`src/rtl/aer_encoder.sv`:
```
// Address-event encoder: timestamps one-cycle neuron spikes, arbitrates
// them round-robin and queues {addr, time} events in a fall-through FIFO.
module aer_encoder #(
   parameter int N_NEUR = 4,
   parameter int DEPTH  = 8,
   parameter int TS_W   = 8
) (
   input  logic                       clk,
   input  logic                       reset,
   input  logic [N_NEUR-1:0]          spike_in,
   input  logic                       aer_ready,
   output logic                       aer_valid,
   output logic [$clog2(N_NEUR)-1:0]  aer_addr,
   output logic [TS_W-1:0]            aer_time,
   output logic [$clog2(DEPTH):0]     fifo_count,
   output logic [7:0]                 drop_count
);

   localparam int AW = $clog2(N_NEUR);
   localparam int DW = $clog2(DEPTH);
   localparam int CW = DW + 1;

   logic [TS_W-1:0]   ts;
   logic [N_NEUR-1:0] pending;
   logic [TS_W-1:0]   pend_ts [N_NEUR];
   logic [AW-1:0]     rr_ptr;
   logic [AW-1:0]     grant;
   logic              found;
   int                idx;

   logic [AW-1:0]     mem_addr [DEPTH];
   logic [TS_W-1:0]   mem_time [DEPTH];
   logic [DW-1:0]     wptr;
   logic [DW-1:0]     rptr;

   logic              push;
   logic              pop;
   logic [N_NEUR-1:0] gmask;
   logic [N_NEUR-1:0] drop_vec;
   logic [3:0]        drops;
   logic [8:0]        drop_sum;

   always_comb begin
      grant = '0;
      found = 1'b0;
      idx   = 0;
      for (int k = 0; k < N_NEUR; k++) begin
         idx = int'(rr_ptr) + k;
         if (idx >= N_NEUR)
            idx = idx - N_NEUR;
         if (!found && pending[idx]) begin
            found = 1'b1;
            grant = AW'(idx);
         end
      end
   end

   assign aer_valid = (fifo_count != '0);
   assign aer_addr  = mem_addr[rptr];
   assign aer_time  = mem_time[rptr];
   assign pop       = aer_valid && aer_ready;
   assign push      = (|pending) && ((fifo_count < CW'(DEPTH)) || pop);
   assign gmask     = push ? (N_NEUR'(1) << grant) : '0;

   // A re-spike on the neuron being pushed this cycle is recaptured, not lost.
   assign drop_vec  = spike_in & pending & ~gmask;

   always_comb begin
      drops = '0;
      for (int i = 0; i < N_NEUR; i++)
         drops = drops + {3'b000, drop_vec[i]};
      drop_sum = {1'b0, drop_count} + {5'b00000, drops};
   end

   always_ff @(posedge clk) begin
      if (push) begin
         mem_addr[wptr] <= grant;
         mem_time[wptr] <= pend_ts[grant];
      end
   end

   always_ff @(posedge clk) begin
      if (reset) begin
         ts         <= '0;
         pending    <= '0;
         rr_ptr     <= '0;
         wptr       <= '0;
         rptr       <= '0;
         fifo_count <= '0;
         drop_count <= '0;
         for (int i = 0; i < N_NEUR; i++)
            pend_ts[i] <= '0;
      end else begin
         ts <= ts + TS_W'(1);
         if (push) begin
            wptr   <= wptr + DW'(1);
            rr_ptr <= (grant == AW'(N_NEUR - 1)) ? '0 : grant + AW'(1);
         end
         if (pop)
            rptr <= rptr + DW'(1);
         if (push && !pop)
            fifo_count <= fifo_count + CW'(1);
         else if (pop && !push)
            fifo_count <= fifo_count - CW'(1);
         for (int i = 0; i < N_NEUR; i++) begin
            if (spike_in[i] && (!pending[i] || gmask[i])) begin
               pending[i] <= 1'b1;
               pend_ts[i] <= ts;
            end else if (gmask[i]) begin
               pending[i] <= 1'b0;
            end
         end
         drop_count <= (drop_sum > 9'd255) ? 8'hff : drop_sum[7:0];
      end
   end

endmodule

```
`config.mk`:
```
export PLATFORM = sky130hd
export DESIGN_NAME = aer_encoder
export DESIGN_NICKNAME = d
export VERILOG_FILES = /design/src/rtl/aer_encoder.sv
export SDC_FILE = /design/constraint.sdc
export NUM_CORES = 1
export LEC_CHECK = 0
export BUFFER_PORTS_ARGS = -buffer_cell sky130_fd_sc_hd__buf_4
export CORE_MARGIN = 3
export CORE_UTILIZATION = 30
export DETAILED_ROUTE_END_ITERATION = 10
export PLACE_DENSITY = 0.57
export REMOVE_ABC_BUFFERS = 1
export SLEW_MARGIN = 5
export SYNTH_ARGS = -nofsm -noshare
export SYNTH_HDL_FRONTEND = slang
export SYNTH_SLANG_ARGS = --single-unit
```
`constraint.sdc`:
```
create_clock -name clk -period 5.95 [get_ports clk]
set_clock_uncertainty 0.1 [all_clocks]
set_input_delay 0.8925 -clock clk [delete_from_list [all_inputs] [get_ports clk]]
set_output_delay 0.8925 -clock clk [all_outputs]
set_load 0.02 [all_outputs]
```
After elaboration in Yosys (flattened, before gate mapping):

Memory sizes are Yosys's and may differ from the RTL's. A register that Yosys moved wholly into a read port is not among the register bits.
Cells that the tools add are included.

* $add $sub $neg: 17
* order comparisons: 10
* equal/unequal tests: 1
* shifts and indexed selects: 1
* muxes and demuxes: 60
* bitwise operators: 7
* reductions and logical operators: 32

Operators by type and width (count)
* $lt A32 B4 Y1 const B: 4
* $mux W32: 4
* $mux W8: 5
* $mux W1: 35
* $mux W3: 4
* $mux W4: 3
* $sub A3 B3 Y4 const B: 3
* $logic_and A1 B1 Y1: 11
* $mux W2: 5
* $reduce_bool A2 Y1: 5
* $add A8 B4 Y9: 1
* $ge A3 B3 Y1 const B: 3
* $gt A9 B8 Y1 const B: 1
* $logic_not A1 Y1: 9
* $add A8 B1 Y8 const B: 1
* $and A4 B4 Y4: 2
* $bmux W1 S2: 4
* $add A2 B2 Y3 const B: 2
* $add A3 B1 Y3 const B: 2
* $logic_or A1 B1 Y1: 5
* $add A3 B1 Y4: 1
* $add A4 B1 Y4 const B: 1
* $lt A4 B4 Y1 const B: 1
* $not A4 Y4: 1
* 12 further kinds: 15

* bits in registers: 32
* bits in writable memories: 112
* bits of input ports: 7
* output and inout port bits: 23
* word-level logic and storage cells: 141
* memories: 3

Memory list
* mem_time: depth 8, bits a word 8, read ports 1, clocked after memory_dff 1, write ports 1, line 32 `logic [TS_W-1:0] mem_time [DEPTH];`
* pend_ts: depth 4, bits a word 8, read ports 1, clocked after memory_dff 0, write ports 4, line 25 `logic [TS_W-1:0] pend_ts [N_NEUR];`
* mem_addr: depth 8, bits a word 2, read ports 1, clocked after memory_dff 1, write ports 1, line 31 `logic [AW-1:0] mem_addr [DEPTH];`

Logic depth before layout (Yosys ltp):

Gate-level depths: netlist of run 1.

* word-level depth: 25
* depth in mapped cells: 17
* gate-level depth less buffers: 16

Least setup slack after synthesis of run 1:

Ideal clock, no wire load.

* path kind: reg-to-reg
* start point: register rr_ptr[0]
* end point: register drop_count[6]
* setup time: 0.134 ns
* arrival time: 3.323 ns
* data required time: 5.716 ns
* slack: 2.394 ns
* stages on the path, launching flop included: 18
* path buffers: 1
* clock period less this slack: 3.556 ns
* cells stage by stage: dfxtp_1 -> and2b_1 -> a21oi_1 -> o22ai_1 -> a21oi_1 -> buf_4 -> inv_1 -> ha_1 -> a21oi_1 -> nand2_1 -> fa_1 -> fa_1 -> inv_1 -> fa_1 -> and3_1 -> nand3_1 -> nor3_1 -> a211oi_1

* longest elaborated chain between the ends: 25
* elaborated cells between the ends (all ways): 50
* those cells by class: add/sub: 11; order compare: 5; shift: 1; mux: 25; bitwise: 2; reduce/logical: 6

Ends and longest elaborated chain
* start, declared: line 26 `logic [AW-1:0] rr_ptr;`
* start signal, assigned: line 97 `rr_ptr <= (grant == AW'(N_NEUR - 1)) ? '0 : grant + AW'(1);`
* branches (longest 14 deep; another with $sub A3 B3 Y4)
* $mux W2 (*): line 51 `if (!found && pending[idx]) begin`
* via grant[0]: line 27 `logic [AW-1:0] grant;`
* $shl A1 B2 Y4 (*): line 63 `assign gmask = push ? (N_NEUR'(1) << grant) : '0;`
* $mux W4 (*): line 63
* $not A4 Y4 (*): line 66 `assign drop_vec = spike_in & pending & ~gmask;`
* $and A4 B4 Y4 (*): line 66
* $add A1 B1 Y2: line 71 `drops = drops + {3'b000, drop_vec[i]};`
* $add A2 B1 Y3: line 71
* $add A3 B1 Y4 (*): line 71
* $add A8 B4 Y9 (*): line 72 `drop_sum = {1'b0, drop_count} + {5'b00000, drops};`
* $gt A9 B8 Y1: line 113 `drop_count <= (drop_sum > 9'd255) ? 8'hff : drop_sum[7:0];`
* $mux W8 (*): line 113
* end signal, assigned: line 113
* end, declared: line 16 `output logic [7:0] drop_count`

Mark *: on every way through the listed nets, which the timed path passes. The select of a mux whose other input is x is not followed.
A chain may end at the register's enable or synchronous reset.

Worst setup path after layout of run 1:

* start point: register pending[0]
* end point: register drop_count[6]

* longest elaborated chain between the ends: 23
* elaborated cells between the ends (all ways): 38
* those cells by class: add/sub: 4; order compare: 1; shift: 1; mux: 21; bitwise: 3; reduce/logical: 8

Ends and longest elaborated chain
* start, declared: line 24 `logic [N_NEUR-1:0] pending;`
* start signal, assigned: line 85 `pending <= '0;`
* start signal, assigned by index: line 107 `pending[i] <= 1'b1;`
* start signal, assigned by index: line 110 `pending[i] <= 1'b0;`
* $bmux W1 S2: line 51
* $mux W1 (implied by the code) (2 in series): line 51
* $mux W1: line 51
* $logic_not A1 Y1: line 51
* $logic_and A1 B1 Y1: line 51
* $mux W1: line 51
* $logic_not A1 Y1: line 51
* $logic_and A1 B1 Y1: line 51
* [6 not listed]
* $not A4 Y4: line 66
* $and A4 B4 Y4 (*): line 66
* $add A1 B1 Y2: line 71
* $add A2 B1 Y3: line 71
* $add A3 B1 Y4 (*): line 71
* $add A8 B4 Y9 (*): line 72
* $gt A9 B8 Y1: line 113
* $mux W8 (*): line 113

Every way passes the cells marked *; elsewhere a longest branch is shown, timed or not. The select of a mux whose other input is x is not followed.

==> summary by stage, run 1 <==
Status
The run finished with clean final reports.

Setup path
In this run the worst path has a maximum fanout of 27. The library cell contributing the largest single delay on the critical path is sky130_fd_sc_hd__fa_1. Among cell families on the critical path, the largest total delay comes from adder cells. The endpoint identified for the worst register-to-register timing path is drop_count[6]. The biggest cell delay along the critical path is 0.49 ns. The data arrival time of the worst path is 4.04 ns.

The data required time of the critical path is 6.14 ns. The timing startpoint of the critical path is pending[0]. Walking the worst path, the cells encountered are a21o_1, a21oi_2, o22a_1, buf_4, inv_1, ha_1, a21oi_1, nand2_1, fa_1, fa_1, inv_1, fa_1, and3_1, nand3_1, nor3_1, a211oi_1. The capture point of the worst path is drop_count[6]. The logic depth of the worst register-to-register path is 16. The cell repeated most along the worst path is sky130_fd_sc_hd__fa_1. The worst register-to-register path begins at pending[0].

The critical path runs through a total of 16 cells. The worst setup path is of the flip-flop to flip-flop kind. The setup slack on the worst flop-to-flop path is 2.10 ns.

The worst setup path is launched from a flip-flop. The number of buffers and inverters on the critical path is 3. The capturing element type of the critical path is a flip-flop.

Final layout
The proportion of layout cells with a drive suffix above 1 is 22.7%. The synthesis-to-finish area growth is 18.0%. The area used by multi-input combinational logic is 2000 um^2. The antenna diode count is 0.

The most common cell after layout, fill and taps aside is sky130_fd_sc_hd__edfxtp_1. Measured on the finished design, the core utilization comes to 36.7%. Across the whole layout, storage elements account for 4060 um^2. After the last flow step, the layout net total stands at 469. Counting the fill cells in the layout gives 1850. In the layout the commonest cells are sky130_fd_sc_hd__edfxtp_1, sky130_fd_sc_hd__buf_4, sky130_fd_sc_hd__nor2_1, sky130_fd_sc_hd__dfxtp_1, sky130_fd_sc_hd__and2_1. The area of all placed cells without fillers is 7280 um^2.

Clocking
The longest clock path from root to sink contains 2 buffers. Clock-pin slew was measured on the worst setup and hold paths at 0.06 ns. Once the clock tree was built, the resizer swapped 0 gates to a different size. The clock tree synthesis step divided the H-tree into 4 levels. CTS saw 147 sinks. The cell chosen for the clock root is sky130_fd_sc_hd__clkbuf_16. TritonCTS built the clock tree. The number of buffers inserted during clock tree synthesis is 17. The number of setup buffers added after CTS is 0. The insertion delay of the later-clocked pin in the worst-skew pair is 0.42 ns. The number of hold buffers added after cts is 0.

Global route
Entering global routing, the biggest net connects 42 pins. After global routing the overflow that remains totals 0. The number of global-route vias before repair is 3383. The overall routing resource usage is 10.9%. The number of antenna violations at the first check in global routing is 0. The first global-routing pass estimated 18500 um of wire.

Floorplan
The die covers 22300 um^2. The initial utilization of the core area, before any placement, comes to 31.1%. The top-level I/O count is 30. The cell row count is 51. The y dimension of the die is 149 um. The x dimension of the die is 149 um. The total core area is 19800 um^2.

Drt
The number of nets still failing antenna checks after routing is 0. For this block, the initial DRC count from the detailed router was 146. The wire length after detailed routing is 11300 um. In the final routed layout, each cell accounts on average for 15.5 um. The remaining routing DRC violations is 0. The average vias per placed instance is 4.58. The via count of the routed design is 3317.

The first detailed-routing pass ran for 4 iterations.

Logic synthesis
The synthesized instance count is 404. After synthesis, the share of flip-flops with an asynchronous set or reset is 0%. For this run, the leading register cell type out of synthesis is sky130_fd_sc_hd__edfxtp_1. The register bit count reported by yosys is 147. During synthesis, Yosys emitted a total of 0 warnings.

In the post-synthesis netlist, the biggest area contributors are sky130_fd_sc_hd__edfxtp_1, sky130_fd_sc_hd__dfxtp_1, sky130_fd_sc_hd__mux4_2, sky130_fd_sc_hd__mux2i_1, sky130_fd_sc_hd__and2_1. In this run, synthesis inferred 112 flip-flops with an integrated enable. Sequential cells were found to cover 65.9% of the synthesized design area. The share of Yosys cell area claimed by the top area cell type is 54.6%. Summing every instance area after synthesis gives 6160 um^2. The most area-hungry cell type in the Yosys netlist is sky130_fd_sc_hd__edfxtp_1. The netlist uses 43 different library cells. The synthesized area per cell is 15.3 um^2.

STA
Measured against its own limit, the worst slew margin works out to 19.7%. The number of max-slew violations in the final report is 0. Based on the critical path, the design can be clocked at up to 260 MHz. At the pin with the least slew margin, the transition time is 1.20 ns. Setup repair after global routing left no endpoint under its margin. Setup violations remaining at the end of the flow were counted as 0. The final hold violation count is 0. In the finished design, the share of the clock period the worst path needs comes to 64.7%.

Setup total negative slack on the finished layout was measured at 0 ns. The clock period minus final worst setup slack is 3.85 ns. On the final layout, the worst hold slack is 0.403 ns.

Power and ir drop
The analysis attributes to cell leakage a power of 2.65 nW. The power density over the cells is 441 nW/um^2. The maximum resistive drop on vdd is 0.153 mV.

Place
Once detailed placement completed, the half-perimeter wirelength came to 7280 um. Routability-driven placement finished with a final weighted congestion of 0.758. Port buffering added 29 buffers. In this run the cell area measured after placement is 6710 um^2.

Worst hold path
The number of stages on the worst hold path is 2. The origin of the worst min-delay path is rptr[1]. The worst min-delay path category is flip-flop to flip-flop.

Job
The tool flagged a number of max-cap violations equal to 0.
## cell usage after synthesis, types with 2 or more instances
library cell,n
sky130_fd_sc_hd__mux2_2,10
sky130_fd_sc_hd__buf_2,2
sky130_fd_sc_hd__fa_1,4
sky130_fd_sc_hd__a21o_1,3
sky130_fd_sc_hd__a21oi_1,15
sky130_fd_sc_hd__edfxtp_1,112
sky130_fd_sc_hd__and3_1,3
sky130_fd_sc_hd__a211oi_1,3
sky130_fd_sc_hd__xor2_1,10
sky130_fd_sc_hd__xnor2_1,5
sky130_fd_sc_hd__dfxtp_1,35
sky130_fd_sc_hd__nand4_1,2
sky130_fd_sc_hd__o21bai_1,2
sky130_fd_sc_hd__nor2_1,35
sky130_fd_sc_hd__inv_1,11
sky130_fd_sc_hd__o22ai_1,2
sky130_fd_sc_hd__nand3_1,8
sky130_fd_sc_hd__nand2_1,13
sky130_fd_sc_hd__clkbuf_1,6
sky130_fd_sc_hd__nand2b_1,10
sky130_fd_sc_hd__and2_1,32
sky130_fd_sc_hd__a31oi_1,2
sky130_fd_sc_hd__mux4_2,20
sky130_fd_sc_hd__mux2i_1,25
sky130_fd_sc_hd__nor3_1,6
sky130_fd_sc_hd__ha_1,11
## power breakdown
group	leakage [nW]	switching (mW)	internal, mW
combinational	1.00	0.428	0.379
clock	0.274	0.445	0.586
sequential	1.38	0.0814	1.29
total	2.65	0.954	2.25
## metal layers
metal / part of all wire (%) / global-route usage (%) / routed length, um / vias to the layer above
li1: - / - / - / 1590
met1: 44 / 13.3 / 4930 / 1670
met2: 51 / 18.1 / 5690 / 41
met3: 3.9 / 3.71 / 441 / 16
met4: 1.7 / 3.98 / 188 / 0
met5: 0 / 0 / 0 / -
## registers in the layout (all words and copies together), names as in the netlist, named ones only
name and count:
fifo_count 4, rptr 3, pending 4, pend_ts 32, ts 8, wptr 3, mem_time 64, rr_ptr 2
mem_addr 16, drop_count 8
## worst min path at each step
stage / endpoint / slack [ns]
floorplan: ts[0] / 0.34
global placement: rptr[1] / 0.38
detailed placement: flip-flop / 0.40
CTS: rptr[1] / 0.41
global route: drop_count[6] / 0.45
finish: rptr[1] / 0.40
## through the flow
step	setup slack, ns	power [mW]	instances
finish	2.10	3.21	724
global route	1.80	3.38	724
CTS	2.07	3.25	724
detailed placement	2.06	2.21	693
global placement	2.22	2.19	693
floorplan	1.68	1.93	392
## cell families (layout without fill, tap and decap cells)
logic type / after synthesis / count (layout) / synth area share (%)
buf+inv: 24 / 79 / 1.95
flops: 147 / 147 / 65.9
fa+ha+maj: 15 / 15 / 3.53
mux: 55 / 55 / 13.2
xor+xnor: 15 / 15 / 2.13
simple gates: 116 / 116 / 9.74
compound gates: 32 / 32 / 3.53
## layout make-up
cell class,instances,share of cell area [%]
timing repair buffer,36,3.71
sequential,147,55.9
multi-input combinational,233,27.5
tap,265,4.56
clock inverter,14,1.93
inverter,12,0.619
clock buffer,17,5.85
## worst register-to-register path, cell delays in order (launching register included)
cell	delay [ns]
sky130_fd_sc_hd__dfxtp_1	0.36
sky130_fd_sc_hd__a21o_1	0.20
sky130_fd_sc_hd__a21oi_2	0.13
sky130_fd_sc_hd__o22a_1	0.14
sky130_fd_sc_hd__buf_4	0.34
sky130_fd_sc_hd__inv_1	0.12
sky130_fd_sc_hd__ha_1	0.21
sky130_fd_sc_hd__a21oi_1	0.22
sky130_fd_sc_hd__nand2_1	0.11
sky130_fd_sc_hd__fa_1	0.49
sky130_fd_sc_hd__fa_1	0.42
sky130_fd_sc_hd__inv_1	0.09
sky130_fd_sc_hd__fa_1	0.24
sky130_fd_sc_hd__and3_1	0.22
sky130_fd_sc_hd__nand3_1	0.11
sky130_fd_sc_hd__nor3_1	0.15
sky130_fd_sc_hd__a211oi_1	0.07
(Power assumes the default switching activity.)
==> run 2, diff against run 1 <==
Settings changed: PLACE_DENSITY 0.57 to 0.58.
Clock period 5.95 ns to 3.2 ns, I/O delays scaled along.
==> run 2 against run 1 <==
Against the previous run: total power grew 86%; sequential share of layout area fell by 1.5 points; critical endpoint is now drop_count[4]; design area rose by 2.9%; worst hold slack worse by 0.21 ns; global-route usage is 0.26 points lower; register-to-register slack lost 2.1 ns; setup slack got worse by 2.1 ns.
==> summary by stage, run 2 (synthesis results as in run 1) <==
Place
The total placed cells including tap cells came to 712 (+2.7%). The global placement routability congestion is 0.735 (-3.0%). The placement-stage worst setup slack is -0.137 ns (-2.20 ns).

The post-DP HPWL is 7320 um (+0.60%). The count of port buffers added during placement is 29 (unchanged).

Clocking
The count of clock tree sinks was 147 (unchanged). The insertion delay of the later-clocked pin in the worst-skew pair is 0.42 ns (about the same). The number of buffers inserted during clock tree synthesis is 17 (unchanged). The number of buffers on the longest clock path is 2 (unchanged).

The count of H-tree levels built during CTS is 4 (unchanged). The TritonCTS clock tree is yes. The number of hold buffers added after cts came to 0 (unchanged). The clock-pin slew reported for the worst setup and hold paths after clock tree synthesis came to 0.06 ns (about the same). In this run the clock root is driven by a sky130_fd_sc_hd__clkbuf_16.

STA
Setup repair after global routing could not meet its margin everywhere. The final setup slack of the worst path is 0.0144 ns (-2.09 ns). The worst slew margin relative to its limit is 48.5% (+29 points). The clock period minus final worst setup slack is 3.19 ns (-0.663 ns). The post-route clock period utilization is 99.5% (+35 points). The worst slack on hold paths is 0.191 ns (-0.212 ns). The final hold violation count came to 0 (unchanged).

The number of max-slew violations in the final report is 0 (unchanged). The total negative slack for setup checks was 0 ns (unchanged). The top achievable clock speed is 314 MHz (+21%). The actual transition at the worst max-transition pin is 0.751 ns (-0.449 ns). The number of failing setup endpoints in the final timing report was 0 (unchanged).

Setup path
The slowest stage of the critical path is the sky130_fd_sc_hd__fa_1 cell. The signal on the critical path passes through and2b_1, a21oi_1, o22ai_1, a21oi_2, inv_2, ha_4, a21oi_4, nand2_2, fa_1, fa_2, inv_2, fa_2, and3_4, buf_6, o21bai_1, a31oi_1. The data arrival time of the worst path is 3.39 ns (-0.65 ns). The startpoint-to-endpoint class of the critical path is flip-flop to flip-flop. The capturing element type of the critical path is a flip-flop. The biggest cell delay along the critical path is 0.53 ns (+0.04 ns). The kind of cell with the highest combined delay on the critical path is adder cells. The buffers plus inverters on the worst setup path was 3 (unchanged).

STA classifies the critical path startpoint as a flip-flop. The data required time of the critical path was 3.40 ns (-2.74 ns). The maximum net fanout on the critical path is 2 (-93%).

Drt
The average wire length per cell after detail routing was 14.8 um (-5.0%). The via count of the routed design is 3337 (+0.60%). The average vias per placed instance was 4.47 (-2.4%).

The wire length after detailed routing is 11000 um (-2.1%). The DRC violation total after the first TritonRoute iteration was 142 (-2.7%). The number of nets still failing antenna checks after routing came to 0 (unchanged). The iteration count of the initial detailed-routing pass came to 4 (unchanged). The remaining routing DRC violations is 0 (unchanged).

Floorplan
The top-level I/O count is 30 (unchanged). The x dimension of the die is 149 um (unchanged). The cell row count is 51 (unchanged).

The area of the die is 22300 um^2 (unchanged). The total core area is 19800 um^2 (unchanged). The initial cell density of the core is 31.1% (unchanged). The y dimension of the die came to 149 um (unchanged).

Power and ir drop
The power density over the cells was 799 nW/um^2 (+81%). The static leakage power was 2.76 nW (+4.1%). The maximum resistive drop on vdd was 0.317 mV (+110%).

Final layout
The number of inserted filler cells in the final layout was 1853 (+0.16%). The antenna diode count was 0 (unchanged). The flip-flop count of the largest register, all copies and words added came to 64 (unchanged). The non-filler instance count after layout came to 746 (+3.0%). The synthesis-to-finish area growth is 21.4%.

The final cell utilization of the core was 37.7% (+1.1 points). The number of nets in the final layout came to 490 (+4.5%). The proportion of layout cells with a drive suffix above 1 came to 29.5% (+6.9 points).

Leaving out fill and tap cells, the most frequent cells in the layout are sky130_fd_sc_hd__edfxtp_1, sky130_fd_sc_hd__buf_4, sky130_fd_sc_hd__nor2_1. The largest register by flop count is mem_time. The most common cell after layout, fill and taps aside is sky130_fd_sc_hd__edfxtp_1. The largest registers in the layout are mem_time x64, pend_ts x32, mem_addr x16.

Global route
The number of antenna violations at the first check in global routing was 0 (unchanged). The overall routing resource usage came to 10.7% (-0.26 points). The residual overflow from global routing is 0 (unchanged). The largest net degree at the start of global routing was 42 (unchanged).

The number of global-route vias before repair was 3457 (+2.2%). The wire length of the first global-routing pass is 18200 um (-1.9%).

Job
The max-cap violation count is 0 (unchanged).

Worst hold path
The worst min-delay path category is input pin to flip-flop.

Status
The flow ran to the end, and the final reports show no timing, DRC or antenna violations.
## run 2: cell count changes in the layout (fill, tap and decap cells not counted), sizes merged
cell	delta
inv	+1
clkinvlp	-2
clkinv	+3
buf	+21
bufinv	-1
## run 2: layout make-up
| cell class | count | area (um^2) | area share (%) |
|---|---|---|---|
| well taps | 265 | 332 | 4.43 |
| inverters | 12 | 45.0 | 0.602 |
| multi-input cells | 233 | 2050 | 27.4 |
| clock inverters | 15 | 136 | 1.82 |
| repair buffers | 57 | 432 | 5.77 |
| flip-flops and latches | 147 | 4070 | 54.3 |
| clock buffers | 17 | 425 | 5.68 |
## run 2: timing repair
action / 4_1_cts / 5_1_grt
resized for setup: 11 / 9
pin swaps: 8 / 12
setup endpoints to repair: 7 / 7
buffers inserted: 1 / 1
## run 2: metrics by stage
| stage | power (mW) | instance area, um^2 |
|---|---|---|
| global placement | 4.11 | 6840 |
| CTS | 6.06 | 7440 |
| finish | 5.98 | 7480 |
| floorplan | 3.59 | 6090 |
| detailed placement | 4.16 | 6840 |
| global route | 6.31 | 7480 |
## run 2: worst reg2reg max path: stages (launching register included)
cell                       delay, ns
sky130_fd_sc_hd__dfxtp_2        0.33
sky130_fd_sc_hd__and2b_1        0.20
sky130_fd_sc_hd__a21oi_1        0.12
sky130_fd_sc_hd__o22ai_1        0.10
sky130_fd_sc_hd__a21oi_2        0.15
sky130_fd_sc_hd__inv_2          0.07
sky130_fd_sc_hd__ha_4           0.16
sky130_fd_sc_hd__a21oi_4        0.15
sky130_fd_sc_hd__nand2_2        0.07
sky130_fd_sc_hd__fa_1           0.53
sky130_fd_sc_hd__fa_2           0.21
sky130_fd_sc_hd__inv_2          0.04
sky130_fd_sc_hd__fa_2           0.33
sky130_fd_sc_hd__and3_4         0.20
sky130_fd_sc_hd__buf_6          0.11
sky130_fd_sc_hd__o21bai_1       0.14
sky130_fd_sc_hd__a31oi_1        0.05
## run 2: per-layer routing
layer  track usage [%]  vias up  wire length [um]
li1                  -     1631                 -
met1              13.0     1642              4760
met2              17.6       50              5600
met3              3.31       14               481
met4              4.49        0               182
met5                 0        -                 0
## run 2: path summary, 6_finish.rpt
kind / startpoint / to / slack [ns] / cells after the start
min: spike_in[3] / pending[3] / 0.19 / 3
max reg2reg: rr_ptr[0] / drop_count[4] / 0.01 / 16
min reg2reg: ts[0] / ts[0] / 0.42 / 1
max: rr_ptr[0] / drop_count[4] / 0.01 / 16
## run 2: report_power, final
group / switching, mW / internal, mW / total (mW)
registers: 0.115 / 2.39 / 2.51
logic: 0.855 / 0.755 / 1.61
clock network: 0.833 / 1.03 / 1.86
total: 1.80 / 4.18 / 5.98
